==> src/rtl/zeroheti_pkg.sv <==
// Shared types and defaults for the zeroheti APB arbiter slice.
package zeroheti_pkg;

    typedef enum logic [1:0] {
        IDLE   = 2'd0,
        SETUP  = 2'd1,
        ACCESS = 2'd2
    } arb_state_e;

    localparam int unsigned ArbTimeout = 32'd255;

endpackage

==> src/rtl/zeroheti_rr_pick.sv <==
// Combinational round-robin picker: first set request at or after the pointer, wrapping.
module zeroheti_rr_pick
    import zeroheti_pkg::*;
#(
    parameter int unsigned NumMgrs = 32'd2
) (
    input  logic [NumMgrs-1:0]         req,
    input  logic [$clog2(NumMgrs)-1:0] ptr,
    output logic [$clog2(NumMgrs)-1:0] idx,
    output logic                       valid
);

    localparam int unsigned IdxW = $clog2(NumMgrs);

    int unsigned pos;

    // Walk offsets from the far end so the closest request to the pointer is written last.
    always_comb begin
        idx   = '0;
        valid = 1'b0;
        pos   = 32'd0;
        for (int k = NumMgrs - 1; k >= 0; k--) begin
            pos   = (int'(ptr) + k) % NumMgrs;
            idx   = req[pos] ? IdxW'(pos) : idx;
            valid = valid | req[pos];
        end
    end

endmodule

==> src/rtl/zeroheti_apb_arbiter.sv <==
// Round-robin arbiter serialising NumMgrs APB managers onto one subordinate port,
// with a clean setup/access re-issue and a timeout that errors out hung accesses.
module zeroheti_apb_arbiter
    import zeroheti_pkg::*;
#(
    parameter int unsigned NumMgrs       = 32'd2,
    parameter int unsigned AddrWidth     = 32'd32,
    parameter int unsigned DataWidth     = 32'd32,
    parameter int unsigned TimeoutCycles = ArbTimeout
) (
    input  logic                                clk_i,
    input  logic                                rst_ni,
    input  logic [NumMgrs-1:0]                  mgr_psel_i,
    input  logic [NumMgrs-1:0]                  mgr_penable_i,
    input  logic [NumMgrs-1:0]                  mgr_pwrite_i,
    input  logic [NumMgrs-1:0][AddrWidth-1:0]   mgr_paddr_i,
    input  logic [NumMgrs-1:0][DataWidth-1:0]   mgr_pwdata_i,
    output logic [NumMgrs-1:0][DataWidth-1:0]   mgr_prdata_o,
    output logic [NumMgrs-1:0]                  mgr_pready_o,
    output logic [NumMgrs-1:0]                  mgr_pslverr_o,
    output logic                                sub_psel_o,
    output logic                                sub_penable_o,
    output logic                                sub_pwrite_o,
    output logic [AddrWidth-1:0]                sub_paddr_o,
    output logic [DataWidth-1:0]                sub_pwdata_o,
    input  logic [DataWidth-1:0]                sub_prdata_i,
    input  logic                                sub_pready_i,
    input  logic                                sub_pslverr_i,
    output logic [$clog2(NumMgrs)-1:0]          grant_o,
    output logic                                busy_o,
    output logic                                timeout_o
);

    localparam int unsigned IdxW      = $clog2(NumMgrs);
    localparam bit          TimeoutEn = (TimeoutCycles != 32'd0);
    localparam int unsigned CntW      = TimeoutEn ? $clog2(TimeoutCycles + 32'd1) : 32'd1;
    // cnt_r counts completed access cycles, so the deciding cycle is TimeoutCycles-1.
    localparam logic [CntW-1:0] CntLast = CntW'(TimeoutCycles - 32'd1);
    localparam logic [CntW-1:0] CntMax  = TimeoutEn ? CntW'(TimeoutCycles) : {CntW{1'b1}};

    arb_state_e             state_r;
    logic [IdxW-1:0]        ptr_r;
    logic [IdxW-1:0]        grant_r;
    logic [CntW-1:0]        cnt_r;
    logic                   sub_psel_r;
    logic                   sub_penable_r;
    logic                   sub_pwrite_r;
    logic [AddrWidth-1:0]   sub_paddr_r;
    logic [DataWidth-1:0]   sub_pwdata_r;
    logic [IdxW-1:0]        pick_idx_s;
    logic                   pick_valid_s;
    logic                   timeout_hit_s;
    logic                   unused_penable_s;

    // Arbitration is decided from psel alone; penable carries no information here.
    assign unused_penable_s = ^mgr_penable_i;

    zeroheti_rr_pick #(
        .NumMgrs (NumMgrs)
    ) u_pick (
        .req   (mgr_psel_i),
        .ptr   (ptr_r),
        .idx   (pick_idx_s),
        .valid (pick_valid_s)
    );

    assign timeout_hit_s = TimeoutEn && (cnt_r == CntLast);

    // Arbiter FSM with registered subordinate-side outputs.
    always_ff @(posedge clk_i or posedge rst_ni) begin
        if (rst_ni) begin
            state_r       <= IDLE;
            ptr_r         <= '0;
            grant_r       <= '0;
            cnt_r         <= '0;
            sub_psel_r    <= 1'b0;
            sub_penable_r <= 1'b0;
            sub_pwrite_r  <= 1'b0;
            sub_paddr_r   <= '0;
            sub_pwdata_r  <= '0;
        end else begin
            case (state_r)
                IDLE: begin
                    if (pick_valid_s) begin
                        grant_r      <= pick_idx_s;
                        ptr_r        <= (pick_idx_s == IdxW'(NumMgrs - 32'd1)) ? '0
                                        : pick_idx_s + IdxW'(1);
                        sub_psel_r   <= 1'b1;
                        sub_pwrite_r <= mgr_pwrite_i[pick_idx_s];
                        sub_paddr_r  <= mgr_paddr_i[pick_idx_s];
                        sub_pwdata_r <= mgr_pwdata_i[pick_idx_s];
                        state_r      <= SETUP;
                    end else begin
                        state_r      <= IDLE;
                    end
                end
                SETUP: begin
                    sub_penable_r <= 1'b1;
                    cnt_r         <= '0;
                    state_r       <= ACCESS;
                end
                ACCESS: begin
                    if (sub_pready_i || timeout_hit_s) begin
                        sub_psel_r    <= 1'b0;
                        sub_penable_r <= 1'b0;
                        sub_pwrite_r  <= 1'b0;
                        sub_paddr_r   <= '0;
                        sub_pwdata_r  <= '0;
                        state_r       <= IDLE;
                    end else if (cnt_r != CntMax) begin
                        cnt_r <= cnt_r + CntW'(1);
                    end else begin
                        cnt_r <= cnt_r;
                    end
                end
                default: begin
                    sub_psel_r    <= 1'b0;
                    sub_penable_r <= 1'b0;
                    sub_pwrite_r  <= 1'b0;
                    sub_paddr_r   <= '0;
                    sub_pwdata_r  <= '0;
                    state_r       <= IDLE;
                end
            endcase
        end
    end

    // Completion is returned in the same cycle the subordinate (or the timeout) ends the access.
    always_comb begin
        mgr_pready_o  = '0;
        mgr_pslverr_o = '0;
        mgr_prdata_o  = '0;
        timeout_o     = 1'b0;
        case (state_r)
            ACCESS: begin
                if (sub_pready_i) begin
                    mgr_pready_o[grant_r]  = 1'b1;
                    mgr_pslverr_o[grant_r] = sub_pslverr_i;
                    mgr_prdata_o[grant_r]  = sub_prdata_i;
                end else if (timeout_hit_s) begin
                    mgr_pready_o[grant_r]  = 1'b1;
                    mgr_pslverr_o[grant_r] = 1'b1;
                    timeout_o              = 1'b1;
                end else begin
                    timeout_o              = 1'b0;
                end
            end
            default: begin
                timeout_o = 1'b0;
            end
        endcase
    end

    assign sub_psel_o    = sub_psel_r;
    assign sub_penable_o = sub_penable_r;
    assign sub_pwrite_o  = sub_pwrite_r;
    assign sub_paddr_o   = sub_paddr_r;
    assign sub_pwdata_o  = sub_pwdata_r;
    assign grant_o       = grant_r;
    assign busy_o        = (state_r != IDLE);

endmodule

==> config.mk <==
export PLATFORM = sky130hd
export DESIGN_NAME = zeroheti_apb_arbiter
export DESIGN_NICKNAME = d
export VERILOG_FILES = /design/src/rtl/zeroheti_pkg.sv /design/src/rtl/zeroheti_rr_pick.sv /design/src/rtl/zeroheti_apb_arbiter.sv
export SDC_FILE = /design/constraint.sdc
export NUM_CORES = 1
export LEC_CHECK = 0
export CAP_MARGIN = 10
export CORE_AREA = 2 2 120 122
export DETAILED_ROUTE_END_ITERATION = 16
export DIE_AREA = 0 0 122 124
export PLACE_DENSITY = 0.77
export SLEW_MARGIN = 20
export SYNTH_ARGS = -nofsm -noshare
export SYNTH_HDL_FRONTEND = slang
export SYNTH_HIERARCHICAL = 1
export SYNTH_SLANG_ARGS = --single-unit
export TNS_END_PERCENT = 1
==> constraint.sdc <==
create_clock -name clk_i -period 5.4 [get_ports clk_i]
set_input_delay 0.81 -clock clk_i [delete_from_list [all_inputs] [get_ports clk_i]]
set_output_delay 0.81 -clock clk_i [all_outputs]
set_load 0.01 [all_outputs]
==> results.md <==
- Status: completed
- Drc violations: 0
- Layout fillers: around 1.2k
- CTS Sinks: 79
- Layout cells sized above 1: 4.55%
- # Max-Cap Violations: 0
- Syn Nets: 567
- Remaining antenna violation count: 0
- Die H: 124 um
- DP Wirelength: 11200 um
- Total global routing overflow: 0
- Rel. slew slack: 32.8%
- Fin Setup TNS: 0 ns
- Async SR Flop Fraction: 100%
- Final hold vios: 0
- Slowest Stage Delay on Critical Path: about 0.78 ns
- Number of synthesized flops with an enable pin: 0
- Layout area overhead: 80.2%
- Cell Area, Synth: 4310 um2
- Die W: between 100 and 150 um
- Sequential cell area fraction in the yosys report: 45.8%
- WL final: 14500 um
- CP Capture Type: output pin
- DIE AREA: around 15000 um2
- Worst Path Max Fanout: 32
- HP Class: reg2reg
- Largest cells by area after synthesis: dfrtp_1 46%, mux2i_1 15%, o2bb2ai_1 13%, and3_1 9.6%, clkbuf_1 1.7%
- Post-Route Skew: roughly 0.0099 ns
- Dpl cell area: 7460 um2
- First-pass GRT wire length: 22000 um
- Post-synth top area cell: dfrtp_1
- Initial DRC count: 142
- Drt first pass iters: 4
- Max H-tree Level: 3
- CTS tree: built
- Drt wl/cell: 16.8 um
- CTS Hold Buffers Added: 0
- Synth top cells by count: 79 x dfrtp_1, 66 x and3_1, 65 x mux2i_1, 65 x o2bb2ai_1, 20 x clkbuf_1
- CP startpoint kind: input port
- Period utilisation layout: between 70% and 80%
- Initial antenna violation count: 0
- RSZ-0062 raised after global routing: no
- Starting density of the core: 31.4%
- CP arrival: 3.15 ns
- Synthesized area per cell: 10.9 um2
- Seq cells post-synth: 79
- Synth top area share: 45.8%
- GP Congestion: just under 0.9
- P_sw: 0.00112 W
- Final slew viol count: 0
- Post-CTS Setup Inserts: 0
- Met2 Use GR: 33.2%
- Clock power share: between 10% and 20%
- Cts repair resizes: 0
- Hold Path Depth: 1
- Number of global-route vias before repair: around 4.3k
- Design area: 7780 um2
- Crit path required time: ~4.6 ns
- CTS Buf Count: 9
- Final Setup Violations: 0
- Actual slew at the worst max-slew pin: 1.01 ns
- Via density: 4.94
- Min cycle time layout: 3.96 ns
- Post-Synthesis Cells: 395
- Kind of critical path: in2out
- Met3 Usage GRT: 5.04%
- Reg power frac: 31.5%
- Combinational Power Share: 49.5%
- Top-count cell post-synth: dfrtp_1
- CTS max path bufs: 2
- Synth cell types: between 40 and 50
- Root buffer cell: clkbuf_16
- Reg2reg path depth: 5
- Switching fraction of total power: a little over a third
- Largest net degree at the start of global routing: 69
- Cell mode on critical path: clkdlybuf4s50_1
- Ordered list of cells on the worst path: clkdlybuf4s50_1, and2_1, and3_1, clkdlybuf4s50_1
- I/O pin cnt: around 310
- Synth warn: 6
- GRT Util Overall: 18.4%
- Ant diodes: 0
- Fmax: 0.253 GHz
- Met1 Use GR: 22.3%
- Busiest grt layer: met2
- Post-synth top flop: dfrtp_1
- Row Count: 43
- DR vias: 4260
- I/O Buffers: 305
- VDD IR-drop max: 0.000199 V
- Final #Nets: 850
- PwrDens: 398 nW/um2
- CORE AREA: 13700 um2
- Slowest-stage cell, CP: and2_1
- Internal Power: approximately 0.0020 W
- Static leakage: 3.34 nW
- Worst skew pair latency: 0.33 ns
- Clock transition at path regs: 0.06 ns
==> power by group through the flow <==
stage	clock network, W	registers [W]	logic, W
after floorplan	0	0.00104	0.000697
after global placement	0	0.000971	0.00151
after detailed placement	0	0.000976	0.00155
after CTS	0.000602	0.000976	0.00155
after global routing	0.000633	0.00101	0.00165
final	0.000586	0.000977	0.00153
==> through the flow <==
step / utilization [%] / std cells / worst slack, ns / hold slack (ns) / power [W]
2_1_floorplan: - / 395 / 2.57 / 0.450 / 0.00174
3_3_place_gp: 54.4 / 846 / 1.60 / 0.462 / 0.00248
3_5_place_dp: 54.4 / 846 / 1.47 / 0.469 / 0.00252
4_1_cts: 56.5 / 861 / 1.48 / 0.482 / 0.00312
5_1_grt: 56.7 / 862 / 1.33 / 0.500 / 0.00329
6_report: 56.7 / 862 / 1.44 / 0.477 / 0.00310
==> area by class of cell <==
cell class / instances / area [um2] / area share [%]
multi-input cells: 271 / 2130 / 27.4
clock buffers: 10 / 229 / 2.94
inverters: 6 / 23.8 / 0.306
repair buffers: 311 / 3130 / 40.3
clock inverters: 5 / 60.1 / 0.772
well taps: 180 / 225 / 2.90
flip-flops and latches: 79 / 1980 / 25.4
==> sequential cells by signal, indices dropped and copies added (netlist names) <==
signal	cells
cnt_r	8
grant_o	1
ptr_r	1
state_r	2
sub_paddr_o	32
sub_penable_o	1
sub_psel_o	1
sub_pwdata_o	32
sub_pwrite_o	1
==> cell families (layout without fill, tap and decap cells) <==
family	count (synthesis)	after routing	share of synthesized area, %
and+or+nand+nor	111	111	15.7
AOI/OAI and AO/OA	92	92	17.3
buffers and inverters	45	332	5.28
adders and majority gates	2	2	0.580
muxes	66	66	15.3
DFF	79	79	45.8
==> worst paths after layout <==
check | start | endpoint | slack (ns)
setup / recovery | sub_pready_i | mgr_prdata_o[61] | 1.44
hold / removal | sub_psel_o | sub_psel_o | 0.48
setup reg to reg | state_r[1] | sub_paddr_o[31] | 2.05
hold reg to reg | sub_psel_o | sub_psel_o | 0.48
max in group asynchronous | rst_ni | sub_pwdata_o[11] | 3.57
min in group asynchronous | rst_ni | sub_pwdata_o[2] | 0.86
==> routing by layer <==
layer,wire length [um],vias up
li1,-,2053
met1,5800,2051
met2,7700,150
met3,903,6
met4,83,0
met5,0,-
==> worst max-delay path: cells and delay by family <==
family | cells | cell delay (ns)
buffers and inverters | 2 | 1.28
and+or+nand+nor | 2 | 1.04
==> layout by cell type, fill, tap and decap left out, types with 2 or more instances in the layout <==
cell,count
clkdlybuf4s50_1,305
dfrtp_1,79
and3_1,66
mux2i_1,65
o2bb2ai_1,65
nor2_1,10
clkbuf_16,9
nand2_1,8
a21oi_1,7
a21o_1,4
inv_1,4
o21ai_0,4
nor3_1,4
buf_4,4
nand3_1,3
nor2b_1,3
a31oi_1,3
or3_1,2
nor3b_1,2
clkinv_2,2
o311ai_0,2
ha_1,2
clkinv_4,2
No activity file was read; power rests on OpenSTA's default activity.
